`config.mk`:
```
export PLATFORM = sky130hd
export DESIGN_NAME = ctrl_seq
export DESIGN_NICKNAME = d
export VERILOG_FILES = /design/src/rtl/cpu_ctrl_pkg.sv /design/src/rtl/opcode_decode.sv /design/src/rtl/ctrl_seq.sv
export SDC_FILE = /design/constraint.sdc
export NUM_CORES = 1
export LEC_CHECK = 0
export BUFFER_PORTS_ARGS = -buffer_cell sky130_fd_sc_hd__buf_2
export CAP_MARGIN = 20
export CORE_MARGIN = 2
export CORE_UTILIZATION = 28
export DETAILED_ROUTE_END_ITERATION = 8
export PLACE_DENSITY = 0.73
export RECOVER_POWER = 50
export SYNTH_ARGS = -nofsm -noshare
export SYNTH_HDL_FRONTEND = slang
export SYNTH_SLANG_ARGS = --single-unit
```
`constraint.sdc`:
```
create_clock -name clk -period 1.8 [get_ports clk]
set_input_delay 0.27 -clock clk [delete_from_list [all_inputs] [get_ports clk]]
set_output_delay 0.27 -clock clk [all_outputs]
set_load 0.02 [all_outputs]
```
`src/rtl/cpu_ctrl_pkg.sv`:
```
// Shared constants for the hardwired control sequencer: opcodes, state codes
// and the bit layout of the opcode-class vector.
package cpu_ctrl_pkg;

   localparam logic [4:0] OPC_BR   = 5'b10010;
   localparam logic [4:0] OPC_JR   = 5'b10011;
   localparam logic [4:0] OPC_JAL  = 5'b10100;
   localparam logic [4:0] OPC_NOP  = 5'b11010;
   localparam logic [4:0] OPC_HALT = 5'b11011;

   localparam logic [3:0] ST_T0   = 4'd0;
   localparam logic [3:0] ST_T1   = 4'd1;
   localparam logic [3:0] ST_T2   = 4'd2;
   localparam logic [3:0] ST_T3   = 4'd3;
   localparam logic [3:0] ST_T4   = 4'd4;
   localparam logic [3:0] ST_T5   = 4'd5;
   localparam logic [3:0] ST_T6   = 4'd6;
   localparam logic [3:0] ST_HALT = 4'd15;

   // Bit positions inside the one-hot opcode-class vector.
   localparam int CLS_BR      = 5;
   localparam int CLS_JR      = 4;
   localparam int CLS_JAL     = 3;
   localparam int CLS_NOP     = 2;
   localparam int CLS_HALT    = 1;
   localparam int CLS_ILLEGAL = 0;

endpackage

```
`src/rtl/opcode_decode.sv`:
```
// Combinational opcode classifier: IR[31:27] to a one-hot
// {is_br, is_jr, is_jal, is_nop, is_halt, is_illegal} vector.
module opcode_decode
   import cpu_ctrl_pkg::*;
#(
   parameter logic [4:0] OP_BR   = OPC_BR,
   parameter logic [4:0] OP_JR   = OPC_JR,
   parameter logic [4:0] OP_JAL  = OPC_JAL,
   parameter logic [4:0] OP_NOP  = OPC_NOP,
   parameter logic [4:0] OP_HALT = OPC_HALT
) (
   input  logic [4:0] opcode_i,
   output logic [5:0] op_cls_o
);

   always_comb begin
      op_cls_o = 6'b000000;
      if (opcode_i == OP_BR)        op_cls_o[CLS_BR]      = 1'b1;
      else if (opcode_i == OP_JR)   op_cls_o[CLS_JR]      = 1'b1;
      else if (opcode_i == OP_JAL)  op_cls_o[CLS_JAL]     = 1'b1;
      else if (opcode_i == OP_NOP)  op_cls_o[CLS_NOP]     = 1'b1;
      else if (opcode_i == OP_HALT) op_cls_o[CLS_HALT]    = 1'b1;
      else                          op_cls_o[CLS_ILLEGAL] = 1'b1;
   end

endmodule

```
`src/rtl/ctrl_seq.sv`:
```
// Hardwired control sequencer: fetch T0..T2, opcode-dependent execute T3..T6,
// absorbing HALT. Strobes are decoded from the present state and the opcode.
module ctrl_seq
   import cpu_ctrl_pkg::*;
#(
   parameter logic [4:0] OP_BR   = OPC_BR,
   parameter logic [4:0] OP_JR   = OPC_JR,
   parameter logic [4:0] OP_JAL  = OPC_JAL,
   parameter logic [4:0] OP_NOP  = OPC_NOP,
   parameter logic [4:0] OP_HALT = OPC_HALT
) (
   input  logic        clk,
   input  logic        clr,
   input  logic [31:0] IR,
   input  logic        CON,
   output logic        PCout,
   output logic        MARin,
   output logic        IncPC,
   output logic        Read,
   output logic        MDRin,
   output logic        MDRout,
   output logic        IRin,
   output logic        Gra,
   output logic        Grb,
   output logic        Rout,
   output logic        Rin,
   output logic        R15in,
   output logic        CONin,
   output logic        Yin,
   output logic        Cout,
   output logic        BRANCH,
   output logic        Zin,
   output logic        Zlowout,
   output logic        PCin,
   output logic        Run,
   output logic        Illegal,
   output logic [3:0]  state
);

   logic [3:0] state_q, state_d;
   logic [5:0] op_cls;
   logic       unused_ir_fields;

   assign unused_ir_fields = ^IR[26:0];

   opcode_decode #(
      .OP_BR  (OP_BR),
      .OP_JR  (OP_JR),
      .OP_JAL (OP_JAL),
      .OP_NOP (OP_NOP),
      .OP_HALT(OP_HALT)
   ) u_opcode_decode (
      .opcode_i(IR[31:27]),
      .op_cls_o(op_cls)
   );

   always_ff @(posedge clk or posedge clr) begin
      if (clr) state_q <= ST_T0;
      else     state_q <= state_d;
   end

   always_comb begin
      state_d = ST_T0;
      case (state_q)
         ST_T0: state_d = ST_T1;
         ST_T1: state_d = ST_T2;
         ST_T2: state_d = ST_T3;
         ST_T3: begin
            if (op_cls[CLS_BR] || op_cls[CLS_JAL]) state_d = ST_T4;
            else if (op_cls[CLS_HALT])             state_d = ST_HALT;
            else                                   state_d = ST_T0;
         end
         ST_T4:   state_d = op_cls[CLS_BR] ? ST_T5 : ST_T0;
         ST_T5:   state_d = ST_T6;
         ST_T6:   state_d = ST_T0;
         ST_HALT: state_d = ST_HALT;
         default: state_d = ST_T0;
      endcase
   end

   // Strobes are masked by clr so they drop the moment reset is asserted,
   // even though the reset state T0 would otherwise drive the fetch strobes.
   always_comb begin
      PCout = 1'b0; MARin = 1'b0; IncPC = 1'b0; Read = 1'b0; MDRin = 1'b0;
      MDRout = 1'b0; IRin = 1'b0; Gra = 1'b0; Grb = 1'b0; Rout = 1'b0;
      Rin = 1'b0; R15in = 1'b0; CONin = 1'b0; Yin = 1'b0; Cout = 1'b0;
      BRANCH = 1'b0; Zin = 1'b0; Zlowout = 1'b0; PCin = 1'b0; Illegal = 1'b0;
      if (!clr) begin
         case (state_q)
            ST_T0: begin PCout = 1'b1; MARin = 1'b1; IncPC = 1'b1; end
            ST_T1: begin Read = 1'b1; MDRin = 1'b1; end
            ST_T2: begin MDRout = 1'b1; IRin = 1'b1; end
            ST_T3: begin
               if (op_cls[CLS_BR]) begin
                  Gra = 1'b1; Rout = 1'b1; CONin = 1'b1;
               end else if (op_cls[CLS_JR]) begin
                  Gra = 1'b1; Rout = 1'b1; PCin = 1'b1;
               end else if (op_cls[CLS_JAL]) begin
                  PCout = 1'b1; R15in = 1'b1;
               end else if (op_cls[CLS_ILLEGAL]) begin
                  Illegal = 1'b1;
               end
            end
            ST_T4: begin
               if (op_cls[CLS_BR]) begin
                  PCout = 1'b1; Yin = 1'b1;
               end else if (op_cls[CLS_JAL]) begin
                  Gra = 1'b1; Rout = 1'b1; PCin = 1'b1;
               end
            end
            ST_T5: begin Cout = 1'b1; BRANCH = 1'b1; Zin = 1'b1; end
            ST_T6: begin Zlowout = 1'b1; PCin = CON; end
            default: ;
         endcase
      end
   end

   assign Run   = (state_q != ST_HALT);
   assign state = state_q;

endmodule

```
After elaboration in Yosys (flattened, before gate mapping)

Index checks and enable logic that the tools add are counted.
Widths: inputs -> output; s select.

Equal/unequal tests: 13
Mux-type cells: 50
Reductions and logical operators: 2

Operator list:

| cell               | count |
|---|---|
| $mux 1             | 39 |
| $pmux 4 s7         | 1 |
| $eq 5x5->1 const B | 5 |
| $eq 4x3->1 const B | 3 |
| $mux 4             | 3 |
| $eq 4x2->1 const B | 2 |
| $mux 3             | 2 |
| $pmux 1 s3         | 2 |
| $mux 5             | 1 |
| $eq 4x1->1 const B | 1 |
| $eq 4x4->1 const B | 1 |
| $logic_not 4->1    | 1 |
| $ne 4x4->1 const B | 1 |
| $mux 2             | 1 |
| $pmux 1 s2         | 1 |
| $logic_or 1x1->1   | 1 |

Bits in registers: 4
Bits of input ports: 35
Word-level logic and storage cells: 66

Logic depth before layout (Yosys ltp)

Gate-level depths: netlist of run 1.

Depth after elaboration: 12
Depth in mapped cells: 6
Mapped depth without buffers: 4

Cells and area by module

A second synthesis of run 1 with hierarchy kept.

Cell total of the unflattened synthesis: 84
Area, all modules: 650.6 µm²

Modules (own cells, without submodules):

| module        | times used | cells an instance | area an instance (µm²) | sequential area each (µm²) |
|---|---|---|---|---|
| ctrl_seq      | 1          | 73                | 549.3                  | 100.1 |
| opcode_decode | 1          | 11                | 101.3                  | 0.0 |

Worst setup path after synthesis of run 1

No wires, ideal clock.

Path kind: reg-to-output
Start point: reg state_q[3], in the netlist state[3]
End point: out Rout
Arrival time: 2.162 ns
Required time: 1.530 ns
Setup slack: -0.632 ns
Stages on the path, launching flop included: 7
Buffers on the path: 2
Cells stage by stage: dfrtp_1 > buf_6 > or3_4 > or2_4 > or3b_4 > o21ai_0 > buf_4

Cells in the longest elaborated chain, start to end: 3

Ends and longest elaborated chain:

| item                                            | RTL line       | source |
|---|---|---|
| from (decl)                                     | ctrl_seq.sv:40 | `logic [3:0] state_q, state_d;` |
| from (signal assigned)                          | ctrl_seq.sv:59 | `else state_q <= state_d;` |
| $eq 4x3->1 / $eq 4x2->1 (equally long branches) | -              |  |
| $pmux 1 s2 (*)                                  | -              |  |
| $mux 1 (*)                                      | -              |  |
| to (decl)                                       | ctrl_seq.sv:25 | `output logic Rout,` |

Every way passes the cells marked *; elsewhere a longest branch is shown, timed or not.

Final worst setup path of run 1

Start point: reg state_q[2], in the netlist state[2]
End point: out PCin

Cells in the longest elaborated chain, start to end: 3

Ends and longest elaborated chain:

| item                                            | RTL line       | source |
|---|---|---|
| $eq 4x3->1 / $eq 4x2->1 (equally long branches) | ctrl_seq.sv:89 | `case (state_q)` |
| $pmux 1 s3 (*)                                  | ctrl_seq.sv:89 |  |
| $mux 1 (*)                                      | ctrl_seq.sv:88 | `if (!clr) begin` |
| to (decl)                                       | ctrl_seq.sv:34 | `output logic PCin,` |

Marks and branches as above.

==> key figures, run 1 <==
Timing
  – RSZ-0062 raised after global routing: true
  – Worst hold slack: 60.81 ps
  – Setup TNS: -1545 ps
  – Count of pins over their slew limit: 0
  – Setup-failing EPs final: 6
  – Final min period: 2191 ps
  – Peak Freq: 456.4 MHz
  – Period utilization: 121.7%
  – Endpoints failing hold: 0
  – Post-route setup slack: -391.1 ps
  – Clk_skew: 2.426 ps

Place
  – Inst Count DP: 109
  – Placed Area: 651.9 sq um
  – Dpl ws: -208.1 ps
  – Gpl congestion: 0.7497
  – Port bufs: 30
  – DP HPWL: 1005 microns

Floorplanning
  – Die Y: 45.32 microns
  – Row cnt: 14
  – Starting density of the core: 30.66%
  – Die area: 2053 sq um
  – Core ar.: 1559 sq um
  – I/O Pins: 60
  – DIE WIDTH: 45.32 microns

Critical path
  – CP max-delay cell: or3b_4
  – CP max FO: 3
  – CP startpoint kind: flip-flop
  – Slowest stage delay, CP: 410 ps
  – Crit Path Class: flip-flop to primary output
  – Critical path cell sequence: or3_4 > or2_4 > or3b_4 > o32ai_2 > buf_4
  – Crit path max-delay family: simple AND/OR/NAND/NOR gates
  – Critical Path AT: 1920 ps
  – CP endpoint kind: primary output
  – CP Buf/Inv Count: 1
  – Critical Path Source: state[2]
  – Worst R2R Start: state[3]
  – Data required, critical path: 1530 ps

Routing
  – Starting DRT DRC Count: 8
  – DR pass1 iterations: 4
  – Routed WL: 1301 microns
  – Vias: 564
  – Wire length per cell: 11.41 microns
  – Routed Antenna Nets: 0
  – Remaining DRCs: 0
  – Vias per cell: 4.947

GRT
  – Initial antenna violation count: 0
  – Vias in the first global route: 517
  – Global-route wire length before repair: 2049 microns
  – Gr usage total: 13.24%
  – Overflow after GRT: 0
  – Largest net degree at the start of global routing: 13

Yosys
  – Syn_area_per_cell: 7.353 sq um
  – Mapped Cells: 65
  – Unique masters post-synth: 28
  – #FFs+latches synth: 4
  – YS warnings: 0
  – Post-synthesis sequential area ratio: 20.94%
  – Syn Std Cell Area: 478.0 sq um

CTS
  – Reg clk slew, reported paths: 40 ps
  – H-tree depth: 1
  – Inserted Clock Buffers: 3
  – Clk buf depth: 2
  – CTS Root Cell: clkbuf_4
  – Clock sinks: 4
  – TritonCTS clock tree: done
  – Clock Latency Late Sink: 230 ps

Finish
  – Area grow syn2layout: 57.85%
  – Fillcell total: 158
  – Layout cells sized above 1: 54.08%
  – Max reg flops: 4
  – NumNets Final: 134
  – Multi-input gate area: 337.8 sq um
  – Final Util: 48.39%
  – FF/Latch Area: 101.3 sq um
  – Finished Cell Area: 754.5 sq um
  – Cell Count, Final, Fillers Out: 114
  – Ant. Diodes: 0

Power and ir drop
  – Design Power: 243.9 uW
  – Leakage: 0.3502 nW
  – Power Dens Cells: 323.3 nW/um^2
  – Maximum vdd ir drop: 0.0002657 V

Status
  – Status: finished, violations left
  – Failing checks: setup timing

Hold path
  – Hold Path Class: input port to async pin

Run
  – Number of max-cap violations: 0
## cell families after synthesis
family          Yosys count  synth area share (%)
compound gates           11                 18.85
simple gates             32                 37.18
flops                     4                 20.94
buf+inv                  16                 20.42
xor+xnor                  1                 1.833
other cells               1                0.7846
## cells in the final DEF, fill, tap and decap left out, types with 2 or more instances in the layout
cell,instances
inv_1,4
buf_4,11
clkbuf_4,3
o311ai_0,2
nor2_4,3
nand2_1,5
buf_2,20
o21a_1,3
dfrtp_1,3
buf_6,5
conb_1,2
or3_4,2
clkbuf_1,5
nand2b_1,2
nand4_1,3
nor2_1,6
## worst min-delay path, delay by kind of cell
| family | cells | cell delay (ps) |
|---|---|---|
| buf+inv | 3 | 380 |
## synth_stat cells
cell | number | area (sq um)
a211o_1 | 1 | 8.760
a211oi_1 | 1 | 7.510
a21o_1 | 1 | 7.510
and3b_1 | 1 | 8.760
buf_4 | 8 | 60.06
buf_6 | 1 | 11.26
clkbuf_1 | 3 | 11.26
conb_1 | 1 | 3.750
dfrtp_1 | 4 | 100.1
inv_1 | 4 | 15.01
nand2_1 | 6 | 22.52
nand2b_1 | 2 | 12.51
nand4_1 | 3 | 18.77
nand4b_1 | 1 | 8.760
nor2_1 | 10 | 37.54
nor2b_1 | 1 | 6.260
nor3_1 | 2 | 10.01
nor3b_1 | 1 | 7.510
o21a_1 | 3 | 22.52
o21ai_0 | 2 | 10.01
o311ai_0 | 2 | 17.52
o32ai_2 | 1 | 16.27
or2_4 | 1 | 8.760
or3_1 | 1 | 6.260
or3_4 | 1 | 11.26
or3b_4 | 1 | 11.26
or4_1 | 1 | 7.510
xor2_1 | 1 | 8.760
## final timing paths
kind | to | slack, ps | depth (start not counted)
setup / recovery | PCin | -390 | 5
hold / removal | state[2] | 60 | 3
setup reg to reg | state[2] | 320 | 6
hold reg to reg | state[3] | 700 | 3
max in group asynchronous | state[3] | 1580 | 3
min in group clk | state[3] | 470 | 4
## power breakdown
group	total (mW)	switching, mW	leakage [nW]	internal, mW
Sequential	0.0903	0	0.0347	0.0903
Clock	0.125	0.0411	0.0150	0.0835
Combinational	0.0291	0.0174	0.301	0.0117
## area by class of cell
class / instances / share of cell area, %
Timing Repair Buffer: 40 / 33.67
Sequential cell: 4 / 13.43
Inverter: 4 / 1.990
Clock buffer: 4 / 3.483
Tap cell: 16 / 2.653
Multi-Input combinational cell: 46 / 44.78
## timing repair
action | CTS | global route
hold buffers | 0 | 0
setup endpoints to repair | 7 | 9
resized for setup | 21 | 3
endpoints found under the hold margin | 0 | 0
pin swaps | 4 | 3
setup buffers | 2 | 0
## routing by layer
layer	global-route usage, %	part of all wire (%)
met5	0	0
met4	5.294	0
met3	1.200	4.5
met2	25.43	54
met1	14.60	41
Power figures use the tool's default switching activity.
==> run 2: changes to the inputs <==
--- a/config.mk
+++ b/config.mk
@@ -8,9 +8,9 @@
 export BUFFER_PORTS_ARGS = -buffer_cell sky130_fd_sc_hd__buf_2
 export CAP_MARGIN = 20
 export CORE_MARGIN = 2
-export CORE_UTILIZATION = 28
+export CORE_UTILIZATION = 31
 export DETAILED_ROUTE_END_ITERATION = 8
-export PLACE_DENSITY = 0.73
+export PLACE_DENSITY = 0.77
 export RECOVER_POWER = 50
 export SYNTH_ARGS = -nofsm -noshare
 export SYNTH_HDL_FRONTEND = slang
==> constraint.sdc (replaced) <==
create_clock -name clk -period 2.35 [get_ports clk]
set_input_delay 0.3525 -clock clk [delete_from_list [all_inputs] [get_ports clk]]
set_output_delay 0.3525 -clock clk [all_outputs]
set_load 0.02 [all_outputs]
==> run 2 against run 1 <==
The run now ends clean. Wire length is 9.9% lower. Sequential cell count is the same. Total power is 30% lower. Count of clock-buffer cells in the layout decreased by 1. First-iteration DRC count is 75% higher. Global-route usage up 0.81 points. Cell count is 5.3% lower. Critical path depth is the same. Combinational power down 33%. Non-clock buffer count decreased by 5. Register-to-register slack improved by 490 ps. Utilization decreased by 6.2 points. Largest cell class unchanged. Largest power group unchanged.
==> key figures, run 2 (synthesized netlist as in run 1, its figures left out) <==
Status
  – Status: finished clean

Routing
  – Remaining DRCs: 0
  – Wire length per cell: 10.85 microns
  – Routed WL: 1172 microns
  – Routed Antenna Nets: 0
  – M1 wire length: 452 microns
  – Vias per cell: 4.954
  – DR pass1 iterations: 4
  – Met2 wire length: 634 microns
  – Vias: 535
  – Starting DRT DRC Count: 14
  – Met3 WL: 86 microns
  – Top Metal Used: met3

Critical path
  – R2R setup slack: 810 ps
  – R2r endpoint: state[2]
  – Data required, critical path: 2000 ps
  – Crit Path Class: flip-flop to primary output
  – Worst Reg-to-Reg Cells: 5
  – Critical Path AT: 1910 ps
  – CP startpoint kind: flip-flop
  – CP endpoint kind: primary output
  – CP max FO: 4
  – Worst R2R Start: state[1]

Floorplanning
  – Core ar.: 1471 sq um
  – Die area: 1872 sq um
  – I/O Pins: 60
  – Starting density of the core: 32.48%
  – DIE WIDTH: 43.27 microns
  – Row cnt: 14
  – Die Y: 43.27 microns

CTS
  – Inserted Clock Buffers: 3
  – H-tree depth: 1
  – # hold bufs at CTS: 0
  – Clock sinks: 4
  – Reg clk slew, reported paths: 40 ps
  – Clk buf depth: 2
  – TritonCTS clock tree: done
  – Clock Latency Late Sink: 230 ps
  – CTS Root Cell: clkbuf_4

Finish
  – Finished Cell Area: 620.6 sq um
  – Commonest non-fill, non-tap cell in the layout: buf_2
  – Area grow syn2layout: 29.84%
  – Ant. Diodes: 0
  – Layout cells sized above 1: 38.04%
  – NumNets Final: 129
  – Most frequent cells in the layout: buf_2 (23), nor2_1 (10), clkbuf_1 (8)
  – Max reg flops: 4

Power and ir drop
  – Maximum vdd ir drop: 0.0001989 V
  – Power Dens Cells: 276.4 nW/um^2
  – Leakage: 0.3039 nW

Place
  – Port bufs: 30
  – DP HPWL: 946 microns
  – Placed Area: 610.6 sq um
  – Gpl congestion: 0.8377

Timing
  – Endpoints failing hold: 0
  – Count of pins over their slew limit: 0
  – Period utilization: 96.41%
  – Peak Freq: 441.4 MHz
  – Final min period: 2266 ps
  – Clk_skew: 0.03995 ps
  – RSZ-0062 raised after global routing: false
  – Setup TNS: 0 ps
  – Setup-failing EPs final: 0

GRT
  – Global-route wire length before repair: 1966 microns
  – Gr usage total: 14.05%
  – Initial antenna violation count: 0
  – Largest net degree at the start of global routing: 13
  – Vias in the first global route: 487
  – Overflow after GRT: 0

Hold path
  – Hold Path Class: input port to async pin

Run
  – Number of max-cap violations: 0
==> run 2: cell types whose count changed in the layout (fill, tap and decap cells not counted), moves of 3 or more <==
| cell | delta |
|---|---|
| buf_2 | +3 |
| buf_4 | -7 |
| buf_6 | -5 |
| clkbuf_1 | +3 |
| nor2_1 | +4 |
| nor2_4 | -3 |
==> run 2: final cells by class <==
class / count / area [sq um]
Fill cell: 161 / 850.8
Multi-Input combinational cell: 46 / 287.8
Timing Repair Buffer: 35 / 175.2
Sequential cell: 4 / 100.1
Clock buffer: 3 / 22.52
Tap cell: 16 / 20.02
Inverter: 4 / 15.01
==> run 2: worst max-delay path by stage <==
| stage | endpoint | start | cells after the start | slack (ps) |
|---|---|---|---|---|
| global placement | PCin | clr | 6 | 200 |
| floorplan | Rout | state[3] | 6 | 20 |
| global route | PCin | state[2] | 5 | 20 |
| finish | PCin | state[2] | 5 | 80 |
| CTS | PCin | state[3] | 5 | 10 |
| detailed placement | PCin | clr | 6 | 190 |
==> run 2: layer usage <==
metal / vias up / GRT usage, %
li1: 268 / -
met1: 247 / 15.21
met2: 20 / 25.97
met3: 0 / 2.979
met4: 0 / 5.455
met5: - / 0
==> run 2: what timing repair did <==
item | CTS | global route
resized for setup | 1 | 0
buffers inserted | 0 | 0
pin swaps | 0 | 3
setup endpoints to repair | 1 | 1
==> run 2: per-stage QoR <==
step | hold WS [ps] | utilization, % | setup WS (ps) | instances | total power [mW]
2_1_floorplan | 118.6 | - | 22.97 | 66 | 0.08252
3_3_place_gp | 248.7 | 41.50 | 199.2 | 105 | 0.08908
3_5_place_dp | 253.6 | 41.50 | 194.5 | 105 | 0.08967
4_1_cts | 13.81 | 43.20 | 13.63 | 108 | 0.1740
5_1_grt | 29.82 | 42.18 | 18.54 | 108 | 0.1810
6_report | 12.62 | 42.18 | 84.35 | 108 | 0.1715
==> run 2: critical path: stages, from the launching register on <==
cell and delay, ps:
dfrtp_1 370, or3_4 390, or2_4 250, or3b_4 400, o32ai_2 100, buf_4 180
==> run 2: where the power goes <==
part           internal (mW)  switching [mW]
clock network         0.0570          0.0257
logic                0.00759          0.0120
registers             0.0693               0
